--- config.mk ---
export PLATFORM = sky130hd
export DESIGN_NAME = hazard_stall_ctrl
export DESIGN_NICKNAME = d
export VERILOG_FILES = /design/src/rtl/core_pkg.sv /design/src/rtl/hazard_perf_cnt.sv /design/src/rtl/hazard_stall_ctrl.sv
export SDC_FILE = /design/constraint.sdc
export NUM_CORES = 1
export LEC_CHECK = 0
export ABC_CLOCK_PERIOD_IN_PS = 1970
export CORE_MARGIN = 2
export CORE_UTILIZATION = 34
export DETAILED_ROUTE_END_ITERATION = 10
export MAX_ROUTING_LAYER = met4
export PLACE_DENSITY = 0.77
export SYNTH_ARGS = -nofsm -noshare
export SYNTH_HDL_FRONTEND = slang
export SYNTH_SLANG_ARGS = --single-unit
--- constraint.sdc ---
create_clock -name clk -period 1.97 [get_ports clk]
set_clock_uncertainty 0.15 [all_clocks]
set_input_delay 0.394 -clock clk [delete_from_list [all_inputs] [get_ports clk]]
set_output_delay 0.394 -clock clk [all_outputs]
set_load 0.02 [all_outputs]
--- src/rtl/core_pkg.sv ---
// Shared definitions for the integer core pipeline control blocks:
// hazard FSM states, the architectural zero register and default multiply latency.
package core_pkg;

    typedef enum logic [0:0] {
        HZ_RUN      = 1'b0,
        HZ_MUL_WAIT = 1'b1
    } hz_state_e;

    localparam logic [4:0] REG_ZERO        = 5'd0;
    localparam int         MUL_LAT_DEFAULT = 3;

    // One bundle for every stage-register control, so each priority case
    // assigns a complete, self-describing set of controls.
    typedef struct packed {
        logic pc_write_en;
        logic if_id_write_en;
        logic if_id_flush;
        logic id_ex_write_en;
        logic id_ex_bubble;
        logic ex_mem_write_en;
        logic ex_mem_bubble;
        logic mem_wb_bubble;
    } hz_ctrl_t;

    localparam hz_ctrl_t HZ_CTRL_RUN = '{
        pc_write_en:     1'b1,
        if_id_write_en:  1'b1,
        if_id_flush:     1'b0,
        id_ex_write_en:  1'b1,
        id_ex_bubble:    1'b0,
        ex_mem_write_en: 1'b1,
        ex_mem_bubble:   1'b0,
        mem_wb_bubble:   1'b0
    };

    localparam hz_ctrl_t HZ_CTRL_RESET = '{
        pc_write_en:     1'b0,
        if_id_write_en:  1'b0,
        if_id_flush:     1'b1,
        id_ex_write_en:  1'b0,
        id_ex_bubble:    1'b1,
        ex_mem_write_en: 1'b0,
        ex_mem_bubble:   1'b1,
        mem_wb_bubble:   1'b1
    };

endpackage

--- src/rtl/hazard_perf_cnt.sv ---
// Stall-cycle and branch-flush event counters for the hazard controller.
// Only instantiated when HAZARD_PERF_EN is defined; both counters wrap.
module hazard_perf_cnt #(
    parameter int PERF_W = 32
) (
    input  logic              clk,
    input  logic              rst_n,
    input  logic              stall_evt,
    input  logic              flush_evt,
    output logic [PERF_W-1:0] perf_stall_cycles,
    output logic [PERF_W-1:0] perf_flushes
);

    always_ff @(posedge clk or negedge rst_n) begin
        if (!rst_n) begin
            perf_stall_cycles <= '0;
            perf_flushes      <= '0;
        end else begin
            if (stall_evt) perf_stall_cycles <= perf_stall_cycles + PERF_W'(1);
            if (flush_evt) perf_flushes      <= perf_flushes + PERF_W'(1);
        end
    end

endmodule

--- src/rtl/hazard_stall_ctrl.sv ---
// Central stall/flush controller for the 5-stage core: memory wait, multiply
// occupancy, taken-branch flush and load-use. Optional counters: HAZARD_PERF_EN.
module hazard_stall_ctrl
    import core_pkg::*;
#(
    parameter int MUL_LAT = MUL_LAT_DEFAULT,
    parameter int CNT_W   = 4
`ifdef HAZARD_PERF_EN
    ,
    parameter int PERF_W  = 32
`endif
) (
    input  logic       clk,
    input  logic       rst_n,
    input  logic [4:0] id_rs1,
    input  logic [4:0] id_rs2,
    input  logic       id_uses_rs1,
    input  logic       id_uses_rs2,
    input  logic [4:0] id_ex_rd,
    input  logic       id_ex_memread,
    input  logic       id_ex_is_mul,
    input  logic       ex_branch_taken,
    input  logic       mem_req,
    input  logic       mem_ready,
    output logic       pc_write_en,
    output logic       if_id_write_en,
    output logic       if_id_flush,
    output logic       id_ex_write_en,
    output logic       id_ex_bubble,
    output logic       ex_mem_write_en,
    output logic       ex_mem_bubble,
    output logic       mem_wb_bubble,
    output logic       mul_busy
`ifdef HAZARD_PERF_EN
    ,
    output logic [PERF_W-1:0] perf_stall_cycles,
    output logic [PERF_W-1:0] perf_flushes
`endif
);

    localparam bit             MUL_STALL_EN = (MUL_LAT > 1);
    localparam logic [CNT_W-1:0] MUL_LOAD   = CNT_W'((MUL_LAT > 1) ? (MUL_LAT - 2) : 0);

    hz_state_e        state_q, state_d;
    logic [CNT_W-1:0] mul_cnt_q, mul_cnt_d;
    hz_ctrl_t         ctrl;

    logic mem_stall;
    logic rs1_hit;
    logic rs2_hit;
    logic load_use;
    logic mul_start;
    logic mul_stall;
    logic br_flush;
    logic lu_stall;

    // Hazard detection, already resolved into strict priority order.
    assign mem_stall = mem_req & ~mem_ready;
    assign rs1_hit   = id_uses_rs1 & (id_ex_rd == id_rs1);
    assign rs2_hit   = id_uses_rs2 & (id_ex_rd == id_rs2);
    assign load_use  = id_ex_memread & (id_ex_rd != REG_ZERO) & (rs1_hit | rs2_hit);
    assign mul_start = MUL_STALL_EN & (state_q == HZ_RUN) & id_ex_is_mul;

    assign mul_stall = ~mem_stall &
                       (mul_start | ((state_q == HZ_MUL_WAIT) & (mul_cnt_q != '0)));
    assign br_flush  = ~mem_stall & ~mul_stall & (state_q == HZ_RUN) & ex_branch_taken;
    assign lu_stall  = ~mem_stall & ~mul_stall & ~br_flush & load_use;

    // NOTE: sequential state uses non-blocking assignments so every register
    // samples the pre-edge values regardless of process ordering.
    always_ff @(posedge clk or negedge rst_n) begin
        if (!rst_n) begin
            state_q   <= HZ_RUN;
            mul_cnt_q <= '0;
        end else begin
            state_q   <= state_d;
            mul_cnt_q <= mul_cnt_d;
        end
    end

    // NOTE: every combinational output gets a default first so no path
    // through the block leaves a value unassigned and infers a latch.
    always_comb begin
        state_d   = state_q;
        mul_cnt_d = mul_cnt_q;
        if (!mem_stall) begin
            unique case (state_q)
                HZ_RUN: begin
                    if (mul_start) begin
                        state_d   = HZ_MUL_WAIT;
                        mul_cnt_d = MUL_LOAD;
                    end
                end
                HZ_MUL_WAIT: begin
                    if (mul_cnt_q != '0) begin
                        mul_cnt_d = mul_cnt_q - CNT_W'(1);
                    end else begin
                        state_d = HZ_RUN;
                    end
                end
                default: state_d = HZ_RUN;
            endcase
        end
    end

    // Reset is folded in here so the pipeline registers see NOPs while held.
    always_comb begin
        ctrl = HZ_CTRL_RUN;
        if (!rst_n) begin
            ctrl = HZ_CTRL_RESET;
        end else if (mem_stall) begin
            ctrl.pc_write_en     = 1'b0;
            ctrl.if_id_write_en  = 1'b0;
            ctrl.id_ex_write_en  = 1'b0;
            ctrl.ex_mem_write_en = 1'b0;
            ctrl.mem_wb_bubble   = 1'b1;
        end else if (mul_stall) begin
            ctrl.pc_write_en    = 1'b0;
            ctrl.if_id_write_en = 1'b0;
            ctrl.id_ex_write_en = 1'b0;
            ctrl.ex_mem_bubble  = 1'b1;
        end else if (br_flush) begin
            ctrl.if_id_flush  = 1'b1;
            ctrl.id_ex_bubble = 1'b1;
        end else if (lu_stall) begin
            ctrl.pc_write_en    = 1'b0;
            ctrl.if_id_write_en = 1'b0;
            ctrl.id_ex_bubble   = 1'b1;
        end
    end

    assign pc_write_en     = ctrl.pc_write_en;
    assign if_id_write_en  = ctrl.if_id_write_en;
    assign if_id_flush     = ctrl.if_id_flush;
    assign id_ex_write_en  = ctrl.id_ex_write_en;
    assign id_ex_bubble    = ctrl.id_ex_bubble;
    assign ex_mem_write_en = ctrl.ex_mem_write_en;
    assign ex_mem_bubble   = ctrl.ex_mem_bubble;
    assign mem_wb_bubble   = ctrl.mem_wb_bubble;
    assign mul_busy        = rst_n & (state_q == HZ_MUL_WAIT);

`ifdef HAZARD_PERF_EN
    hazard_perf_cnt #(
        .PERF_W (PERF_W)
    ) u_perf (
        .clk               (clk),
        .rst_n             (rst_n),
        .stall_evt         (~ctrl.pc_write_en),
        .flush_evt         (br_flush),
        .perf_stall_cycles (perf_stall_cycles),
        .perf_flushes      (perf_flushes)
    );
`endif

endmodule

Word-level counts from Yosys, hierarchy flattened:

Index checks and enable logic that the tools add are counted.

* add/sub/neg operators: 1
* eq/ne operators: 4
* multiplexer cells: 24
* bitwise gates (word level): 21
* reductions and logical operators: 3

Operators by type and width (count)
* $mux W1: 15
* $and A1 B1 Y1: 14
* $eq A5 B5 Y1: 2
* $mux W2: 4
* $mux W4: 2
* $mux W8: 1
* $pmux W4 S2: 1
* $not A1 Y1: 5
* $reduce_bool A5 Y1: 1
* $reduce_bool A4 Y1: 1
* $sub A4 B1 Y4 const B: 1
* $reduce_and A3 Y1: 1
* $ne A2 B1 Y1 const B: 1
* $ne A2 B2 Y1 const B: 1
* $or A1 B1 Y1: 2
* $pmux W1 S2: 1

* flip-flop bits (word level): 5
* bits of input ports: 24
* logic and storage cells: 55

Longest topological paths before layout:

* depth after elaboration: 16
* mapped depth: 7
* gate-level depth less buffers: 6

Worst setup path before layout:

No wires, ideal clock.

* kind: input to output
* start: input mem_ready
* end: output pc_write_en
* data arrival time: 1701 ps
* data required time: 1426 ps
* setup slack: -275 ps
* stages on the path: 6
* path through: nand2b_1 -> nand2_1 -> inv_1 -> and2_1 -> o31a_1 -> buf_4

* longest elaborated chain between the ends: 16

RTL lines
* start: declaration: RTL line hazard_stall_ctrl.sv:24 `input logic mem_ready,`
* $not A1 Y1 *: RTL line hazard_stall_ctrl.sv:58 `assign mem_stall = mem_req & ~mem_ready;`
* $and A1 B1 Y1 *: RTL line hazard_stall_ctrl.sv:58
* $not A1 Y1 (no line)
* $and A1 B1 Y1: RTL line hazard_stall_ctrl.sv:64 `assign mul_stall = ~mem_stall &`
* $not A1 Y1: RTL line hazard_stall_ctrl.sv:66, hazard_stall_ctrl.sv:67
* $and A1 B1 Y1: RTL line hazard_stall_ctrl.sv:66, hazard_stall_ctrl.sv:67
* $and A1 B1 Y1 (2 in a row): RTL line hazard_stall_ctrl.sv:66 `assign br_flush = ~mem_stall & ~mul_stall & (state_q == HZ_RUN) & ex_branch_taken;`
* $not A1 Y1: RTL line hazard_stall_ctrl.sv:67 `assign lu_stall = ~mem_stall & ~mul_stall & ~br_flush & load_use;`
* $and A1 B1 Y1 (2 in a row): RTL line hazard_stall_ctrl.sv:67
* $mux W2: RTL line hazard_stall_ctrl.sv:125 `end else if (lu_stall) begin`
* $mux W2: RTL line hazard_stall_ctrl.sv:122 `end else if (br_flush) begin`
* $mux W2: RTL line hazard_stall_ctrl.sv:117 `end else if (mul_stall) begin`
* $mux W2 *: RTL line hazard_stall_ctrl.sv:111 `end else if (mem_stall) begin`
* $mux W8 *: RTL line hazard_stall_ctrl.sv:109 `if (!rst_n) begin`
* end: declaration: RTL line hazard_stall_ctrl.sv:25 `output logic pc_write_en,`

Mark *: on every way between the ends. The rest lies on a longest branch, timed or not.

Final worst setup path:

* start: register mul_cnt_q[0]
* end: output id_ex_bubble

* longest elaborated chain between the ends: 16

RTL lines
* start: declaration: RTL line hazard_stall_ctrl.sv:45 `logic [CNT_W-1:0] mul_cnt_q, mul_cnt_d;`
* start signal: assignment: RTL line hazard_stall_ctrl.sv:77 `mul_cnt_q <= mul_cnt_d;`
* $reduce_bool A4 Y1 *: RTL line hazard_stall_ctrl.sv:65 `(mul_start | ((state_q == HZ_MUL_WAIT) & (mul_cnt_q != '0)));`
* $and A1 B1 Y1 *: RTL line hazard_stall_ctrl.sv:65
* $or A1 B1 Y1 *: RTL line hazard_stall_ctrl.sv:65
* $and A1 B1 Y1 *: RTL line hazard_stall_ctrl.sv:64
* $not A1 Y1: RTL line hazard_stall_ctrl.sv:66, hazard_stall_ctrl.sv:67
* $and A1 B1 Y1: RTL line hazard_stall_ctrl.sv:66, hazard_stall_ctrl.sv:67
* $and A1 B1 Y1 (2 in a row): RTL line hazard_stall_ctrl.sv:66
* $not A1 Y1: RTL line hazard_stall_ctrl.sv:67
* $and A1 B1 Y1 (2 in a row): RTL line hazard_stall_ctrl.sv:67
* $mux W1: RTL line hazard_stall_ctrl.sv:125
* $mux W1: RTL line hazard_stall_ctrl.sv:122
* $mux W1 *: RTL line hazard_stall_ctrl.sv:117
* $mux W1 *: RTL line hazard_stall_ctrl.sv:111
* $mux W8 *: RTL line hazard_stall_ctrl.sv:109
* end: declaration: RTL line hazard_stall_ctrl.sv:29 `output logic id_ex_bubble,`

Marked as above.

==> impl_metrics.py <==
metrics = {
    "status": {
        "outcome": "complete, but fails checks",
        "violations": "negative setup slack",
    },
    "finish": {
        "antenna_cells": 0,
        "layout_common_cells": "buf_4, buf_6, nand2_1",
        "nFillCells": 75,
        "fin_util": 0.874,
        "final_nets": 147,
        "final_common_cell": "buf_4",
        "stdcell_count": 135,
        "design_area_um2": 1170,
        "drive_gt1_frac": 0.600,
        "area_growth_syn_to_layout_pct": 132,
    },
    "synth": {
        "ys_ff_latch": 5,
        "syn_nets": 84,
        "synthDistinctLibCells": 30,
        "netlist_top_cells_area": "dfrtp_1, xor2_1, nand2_1",
        "synthCells": 58,
        "ys_seq_area_frac": 0.249,
        "avgSynthCellArea_um2": 8.67,
        "yosysTopAreaCell": "dfrtp_1",
        "synth.yosys.warnings": 0,
        "synth_top_area_share": 0.249,
        "synth_area_um2": 503,
    },
    "drt": {
        "ant_nets": 0,
        "m1WireLength_um": 676,
        "routed_wl_mm": 2.08,
        "met2_wirelength_mm": 1.11,
        "drt_first_pass_iters": 4,
        "dr_total_vias": 729,
        "wl_per_cell_um": 15.4,
        "remaining_drc_errors": 0,
        "drt_iter0_drc": 17,
        "via_per_inst": 5.40,
        "dr_wl_met3_um": 173,
        "highest_layer": "met4",
    },
    "timing": {
        "worst_slew_pin_slew_ps": 248,
        "fin_ws_ps": -230,
        "drv_slew": 0,
        "holdWs_ps": 322,
        "max-slew-margin-rel": 0.834,
        "fin_crit_ps": 2200,
        "timing.fmax_ghz": 0.455,
        "hold_viol": 0,
        "setup_violations": 5,
        "finalCritPeriodShare": 1.12,
        "rsz0062_at_grt": "yes",
        "tns_ps": -725,
    },
    "job": {
        "cap_violations": 0,
    },
    "floorplanning": {
        "die_h_um": 42.5,
        "ios": 33,
        "rows": 13,
        "dieArea_um2": 1800,
        "die_width_um": 42.5,
        "start_util": 0.377,
        "core-area_um2": 1330,
    },
    "global_route": {
        "grt_pass1_wl_mm": 3.23,
        "antenna_found_initial": 0,
        "grt_overflow": 0,
        "track_usage": 0.244,
        "grt_pass1_vias": 801,
        "grt_max_degree": 9,
    },
    "clocking": {
        "insertion_delay_ps": 260,
        "hold_buffers": 0,
        "cts_tree": "done",
        "cts_buffers": 3,
        "path_clk_slew_ps": 50,
        "cts_buffer_depth": 2,
        "clock_sinks": 5,
        "cts_root_buf": "clkbuf_4",
        "htreeDepth": 1,
    },
    "placed_design": {
        "post-place-ws_ps": -1010,
        "dp.cells": 120,
        "dp_hpwl_mm": 1.24,
        "gp_congestion": 0.760,
        "placed_cell_area_um2": 965,
        "portBuffers": 32,
    },
    "critical_path": {
        "worst_ep_arrival_time_ps": 1660,
        "crit_required_ps": 1430,
        "startpoint": "mul_cnt_q[0]",
        "critPathKind": "flop to primary output",
        "endpoint_kind": "primary output",
        "crit_fanout": 3,
        "cp-start-kind": "flop",
        "r2r-start": "mul_cnt_q[1]",
    },
    "min_path": {
        "hold_path_class": "input pin to async pin",
    },
    "power_and_ir_drop": {
        "p_leak_nw": 0.549,
        "vdd_drop_max_uv": 444,
        "power_density_nw_per_um2": 960,
        "p_total_mw": 1.12,
    },
}
[worst paths after layout]
check / end / slack (ps) / cells past startpoint
max: id_ex_bubble / -230 / 7
min in group clk: state_q / 460 / 4
max in group asynchronous: state_q / 1130 / 3
min: mul_cnt_q[2] / 320 / 2
max reg2reg: mul_cnt_q[2] / 50 / 11
min reg2reg: mul_cnt_q[2] / 490 / 2
[cells in the mapped netlist]
| library cell | instances |
|---|---|
| ha_1 | 2 |
| xor2_1 | 8 |
| xnor2_1 | 2 |
| and2_1 | 2 |
| o31ai_1 | 1 |
| a211o_1 | 1 |
| o21ai_0 | 3 |
| nand4bb_1 | 1 |
| clkbuf_1 | 1 |
| and2_0 | 1 |
| nor3_1 | 1 |
| nand4_1 | 1 |
| nor3b_1 | 1 |
| o311ai_2 | 1 |
| o211ai_2 | 1 |
| nor4_2 | 1 |
| a32oi_1 | 1 |
| or4_1 | 2 |
| buf_4 | 1 |
| a21boi_0 | 1 |
| nand2b_1 | 2 |
| and3b_1 | 1 |
| o31a_1 | 1 |
| nor4_1 | 1 |
| a22o_1 | 1 |
| nand2_1 | 9 |
| inv_1 | 3 |
| dfrtp_1 | 5 |
| nor2b_1 | 1 |
| o21ai_1 | 1 |
[power breakdown]
group | switching (mW) | leakage [nW] | internal [mW] | total, mW
logic | 0.355 | 0.474 | 0.443 | 0.798
clock network | 0.0517 | 0.0150 | 0.0772 | 0.129
registers | 0.0426 | 0.0597 | 0.150 | 0.192
total | 0.449 | 0.549 | 0.670 | 1.12
[metal layers]
metal,track usage,up-vias
met5,-,-
met3,0.0474,13
met2,0.477,51
li1,-,330
met4,0.0938,0
met1,0.229,335
[what timing repair did]
action	CTS	global route
pin swaps	21	12
cloned	0	0
resized for setup	107	12
setup endpoints to repair	9	10
setup buffers	11	4
[kinds of logic after synthesis]
group	synth area share
and+or+nand+nor	0.286
DFF	0.249
buffers and inverters	0.0448
xor gates and xnor gates	0.174
AOI/OAI and AO/OA	0.197
adders and majority gates	0.0497
[area by class of cell]
type / instances / area (um2) / share of cell area
Sequential cell: 5 / 126 / 0.108
Timing Repair Buffer: 60 / 503 / 0.431
Clock buffer: 4 / 26.3 / 0.0225
Tap cell: 15 / 18.8 / 0.0161
Inverter: 3 / 11.3 / 0.00966
Multi-Input combinational cell: 48 / 480 / 0.412
[registers in the layout, summed over array words and instances (netlist names)]
name	flops
mul_cnt_q	4
state_q	1
[worst max-delay path: stages, from the launching register on]
cell and delay, ps:
dfrtp_1 380, inv_2 90, ha_4 140, nand4bb_4 130
o21ai_4 100, nand2_1 100, o311ai_2 270, buf_4 190
No activity file was read; power rests on OpenSTA's default activity.
==> variant 1, RTL diff (same flow settings) <==
`CNT_W`: 4 -> 5.
--- a/src/rtl/hazard_stall_ctrl.sv
+++ b/src/rtl/hazard_stall_ctrl.sv
@@ -4,7 +4,7 @@
     import core_pkg::*;
 #(
     parameter int MUL_LAT = MUL_LAT_DEFAULT,
-    parameter int CNT_W   = 4
+    parameter int CNT_W   = 5
 `ifdef HAZARD_PERF_EN
     ,
     parameter int PERF_W  = 32
Function: same outputs for any inputs over 10 cycles, from zero or initial values and one cycle with rst_n low; that may be too few to reach the edited logic, so the function may still have changed.
==> variant 1 against the unedited design <==
The run still ends with setup timing left; sequential share of layout area up 2.1 points; count of clock-buffer cells in the layout down 1; total power decreased by 1.1%; design area fell by 0.11%; sequential cell count grew 1; synthesized cell count rose by 10%; wire length rose by 1.6%; worst setup slack got worse by 0.085 ns; combinational power fell by 2%; hold slack got worse by 0.089 ns; critical path depth fell by 2; maximum frequency decreased by 3.7%; area after synthesis increased by 5.5%; critical endpoint is now if_id_write_en.
==> variant 1: results (changes against the unedited design) <==
- Worst flop-to-flop path endpoint: mul_cnt_q[4] (was mul_cnt_q[2])
- Non-Filler Instances: 143 (was 135)
- Tightest Pin Transition: 0.391 ns (was 0.248 ns)
- Post-Place Setup Slack: -1.03 ns (was -1.01 ns)
- Met3 Wirelength: 196 um (was 173 um)
- Critical Path AT: 1.74 ns (was 1.66 ns)
- Setup TNS: -1.03 ns (was -0.725 ns)
- Met1 Routed Length: 833 um (was 676 um)
- Top Registers: mul_cnt_q: 5 flops, state_q: 1 flops (was mul_cnt_q: 4 flops, state_q: 1 flops)
- GRT Resource Usage Total: 0.245 (was 0.244)
- Switching power: 446 uW (was 449 uW)
- Post-synth top cells: 10 x xnor2_1, 7 x nand2_1, 6 x dfrtp_1, 6 x nor2_1, 6 x o21ai_0 (was 9 x nand2_1, 8 x xor2_1, 5 x dfrtp_1)
- Synth area leaders: dfrtp_1 28%, xnor2_1 17%, o21ai_0 5.7% (was dfrtp_1 25%, xor2_1 14%, nand2_1 6.7%)
- Iter 0 DRT Violations: 13 (was 17)
- Crit path max-delay cell type: or4_1 (was dfrtp_1)
- DP HPWL: 1570 um (was 1240 um)
- Seq/Total Area, Yosys: 0.283 (was 0.249)
- FF-to-FF path depth: 9 (was 11)
- Slowest cell delay on critical path: 0.51 ns (was 0.38 ns)
- Setup-failing EPs final: 4 (was 5)
- Vias in the first global route: 729 (was 801)
- Status: finished, violations left (unchanged)
- Hold_ws: 0.233 ns (was 0.322 ns)
- DR WL met2: 1030 um (was 1110 um)
- Register-to-register setup slack: 0.23 ns (was 0.05 ns)
- Per-cell routed wire length: 14.8 um (was 15.4 um)
- # nets final: 155 (was 147)
- Failing checks: setup timing (unchanged)
- Post-DP Area: 0.00104 sq mm (was 965 sq um)
- P_leak: 0.548 nW (was 0.549 nW)
- Fin worst setup slack: -0.315 ns (was -0.230 ns)
- GR Util met2: 0.391 (was 0.477)
variant 1: cell count changes after synthesis, moves of 2 or more:
cell / before / now
xnor2_1: 2 / 10
xor2_1: 8 / 0
nor2_1: 0 / 6
o21ai_0: 3 / 6
nand2_1: 9 / 7
o21a_1: 0 / 2
variant 1: how the worst max path moves through the flow:
| stage | slack, ns | endpoint | cells past startpoint | startpoint |
|---|---|---|---|---|
| 2_1_floorplan | -0.22 | pc_write_en | 4 | id_ex_rd[0] |
| 3_3_place_gp | -0.99 | if_id_write_en | 5 | id_ex_rd[0] |
| 3_5_place_dp | -1.03 | if_id_write_en | 5 | id_ex_rd[0] |
| 4_1_cts | -0.34 | if_id_write_en | 5 | id_ex_rd[3] |
| 5_1_grt | -0.35 | pc_write_en | 5 | id_ex_rd[3] |
| 6_report | -0.32 | if_id_write_en | 5 | id_ex_rd[3] |
variant 1: cells by family (layout without fill, tap and decap cells):
kind of cell / count (synthesis) / count (layout) / share of synthesized area
AO/OA/AOI/OAI: 17 / 17 / 0.233
XOR/XNOR: 10 / 10 / 0.165
buffers and inverters: 5 / 68 / 0.0424
AND/OR/NAND/NOR: 24 / 24 / 0.229
adder cells (fa/ha/maj): 2 / 2 / 0.0472
flip-flops: 6 / 6 / 0.283
variant 1: cell type report:
cell class,count,area (sq um)
fillers,112,324
flip-flops and latches,6,150
well taps,16,20.0
inverters,4,15.0
repair buffers,61,529
clock buffers,3,22.5
multi-input cells,53,428
variant 1: what timing repair did:
action                                  4_1_cts  5_1_grt
resized for setup                            77        9
pin swaps                                    16        7
hold buffers                                  0        0
buffers inserted                              4        3
endpoints found under the setup margin        9        7
variant 1: worst max-delay path, delay by kind of cell:
family / cells / cell delay [ns]
compound gates: 2 / 0.58
buf+inv: 2 / 0.26
simple gates: 1 / 0.51
==> variant 2, RTL diff (same flow settings) <==
Made on the original files. Reset style: synchronous (`rst_n`), changed in one clocked block.
--- a/src/rtl/hazard_stall_ctrl.sv
+++ b/src/rtl/hazard_stall_ctrl.sv
@@ -68,7 +68,7 @@
 
     // NOTE: sequential state uses non-blocking assignments so every register
     // samples the pre-edge values regardless of process ordering.
-    always_ff @(posedge clk or negedge rst_n) begin
+    always_ff @(posedge clk) begin
         if (!rst_n) begin
             state_q   <= HZ_RUN;
             mul_cnt_q <= '0;
Check against the original RTL: no difference found for any inputs over 10 cycles, from zero or initial values and one cycle with rst_n low; that may be too few to reach the edited logic, so the function may still have changed.
==> variant 2 against the unedited design <==
Area after synthesis grew 1.5%; the flow still finishes with violations (setup timing); worst setup slack improved by 0.13 ns; design area is 1.8% lower; maximum frequency grew 6.4%; wire length down 6.2%; non-clock buffer count shrank 7; sequential cell count unchanged.
Power is not compared: it rests on default switching activity, and its combinational part moved more than twofold at a synthesized area within 25%.
==> variant 2: results (changes against the unedited design) <==
- DR WL met2: 1080 um (was 1110 um)
- Status: finished, violations left (unchanged)
- Buffering overhead: 0.409 (was 0.431)
- Critical Path AT: 1.52 ns (was 1.66 ns)
- Seq/Total Area, Yosys: 0.196 (was 0.249)
- Xor and xnor area share after synthesis: 0.172 (was 0.174)
- Fin worst setup slack: -0.0972 ns (was -0.230 ns)
- # nets final: 142 (was 147)
- Synth area leaders: dfxtp_1 20%, xor2_1 14%, ha_1 4.9% (was dfrtp_1 25%, xor2_1 14%, nand2_1 6.7%)
- Post-synthesis cell area: 510 sq um (was 503 sq um)
- Vias per cell: 5.32 (was 5.40)
- Setup TNS: -0.269 ns (was -0.725 ns)
- Failing checks: setup timing (unchanged)
- First-pass GRT wire length: 3170 um (was 3230 um)
- Post-Synth Adder-Cell Area: 0.0490 (was 0.0498)
- Synth Area in Compound Gates: 0.223 (was 0.197)
- Multi-input combinational cell count: 50 (was 48)
- Share of cells above drive strength 1: 0.583 (was 0.600)
- Hold_ws: 0.417 ns (was 0.322 ns)
- Vias in the first global route: 740 (was 801)
- Area Overhead vs Synth: 124% (was 132%)
- Vias: 691 (was 729)
- Asr flop ratio synth: 0 (was 1.00)
- Latest clock arrival within the worst-skew pair: 0.24 ns (was 0.26 ns)
- Post-DP Area: 972 sq um (was 965 sq um)
- Placed Cells: 121 (was 120)
- DRT Pass-1 Iters: 2 (was 4)
- Hold crit path type: input pin to flip-flop (was input pin to asynchronous set/reset pin)
- Fraction of area in registers: 0.0896 (was 0.108)
- Met3 Wirelength: 133 um (was 173 um)
- Crit path max-delay cell type: clkdlybuf4s50_1 (was dfrtp_1)
- Crit Path Max Fanout: 2 (was 3)
- GRT Resource Usage Total: 0.235 (was 0.244)
- Synth Flop Type: dfxtp_1 (was dfrtp_1)
- Multi-input logic area: 518 sq um (was 480 sq um)
- Setup-failing EPs final: 3 (was 5)
- Routed WL: 1950 um (was 2080 um)
- Register-to-register setup slack: 0.30 ns (was 0.05 ns)
## variant 2: power breakdown
part,internal [mW],switching [mW]
Sequential,0.111,0.00824
Clock,0.0767,0.0440
Combinational,0.159,0.123
## variant 2: critical path, delay by kind of cell
family	cells	cell delay (ns)
buffers and inverters	2	0.60
XOR/XNOR	1	0.13
AO/OA/AOI/OAI	2	0.40
## variant 2: path summary, 6_finish.rpt
| kind | end | cells past startpoint | start |
|---|---|---|---|
| setup reg to reg | mul_cnt_q[1] | 8 | mul_cnt_q[0] |
| hold reg to reg | mul_cnt_q[3] | 3 | mul_cnt_q[3] |
| hold / removal | state_q | 4 | mem_ready |
| setup / recovery | if_id_write_en | 5 | id_rs2[1] |
## variant 2: layer usage
metal | vias up | track usage
met2 | 27 | 0.458
met4 | 0 | 0.0938
met1 | 331 | 0.218
met3 | 4 | 0.0468
li1 | 329 | -
met5 | - | -
## variant 2: timing repair
action                     4_1_cts  5_1_grt
resized for setup               98       28
pin swaps                       12       14
setup buffers                    4        1
setup endpoints to repair        9        8
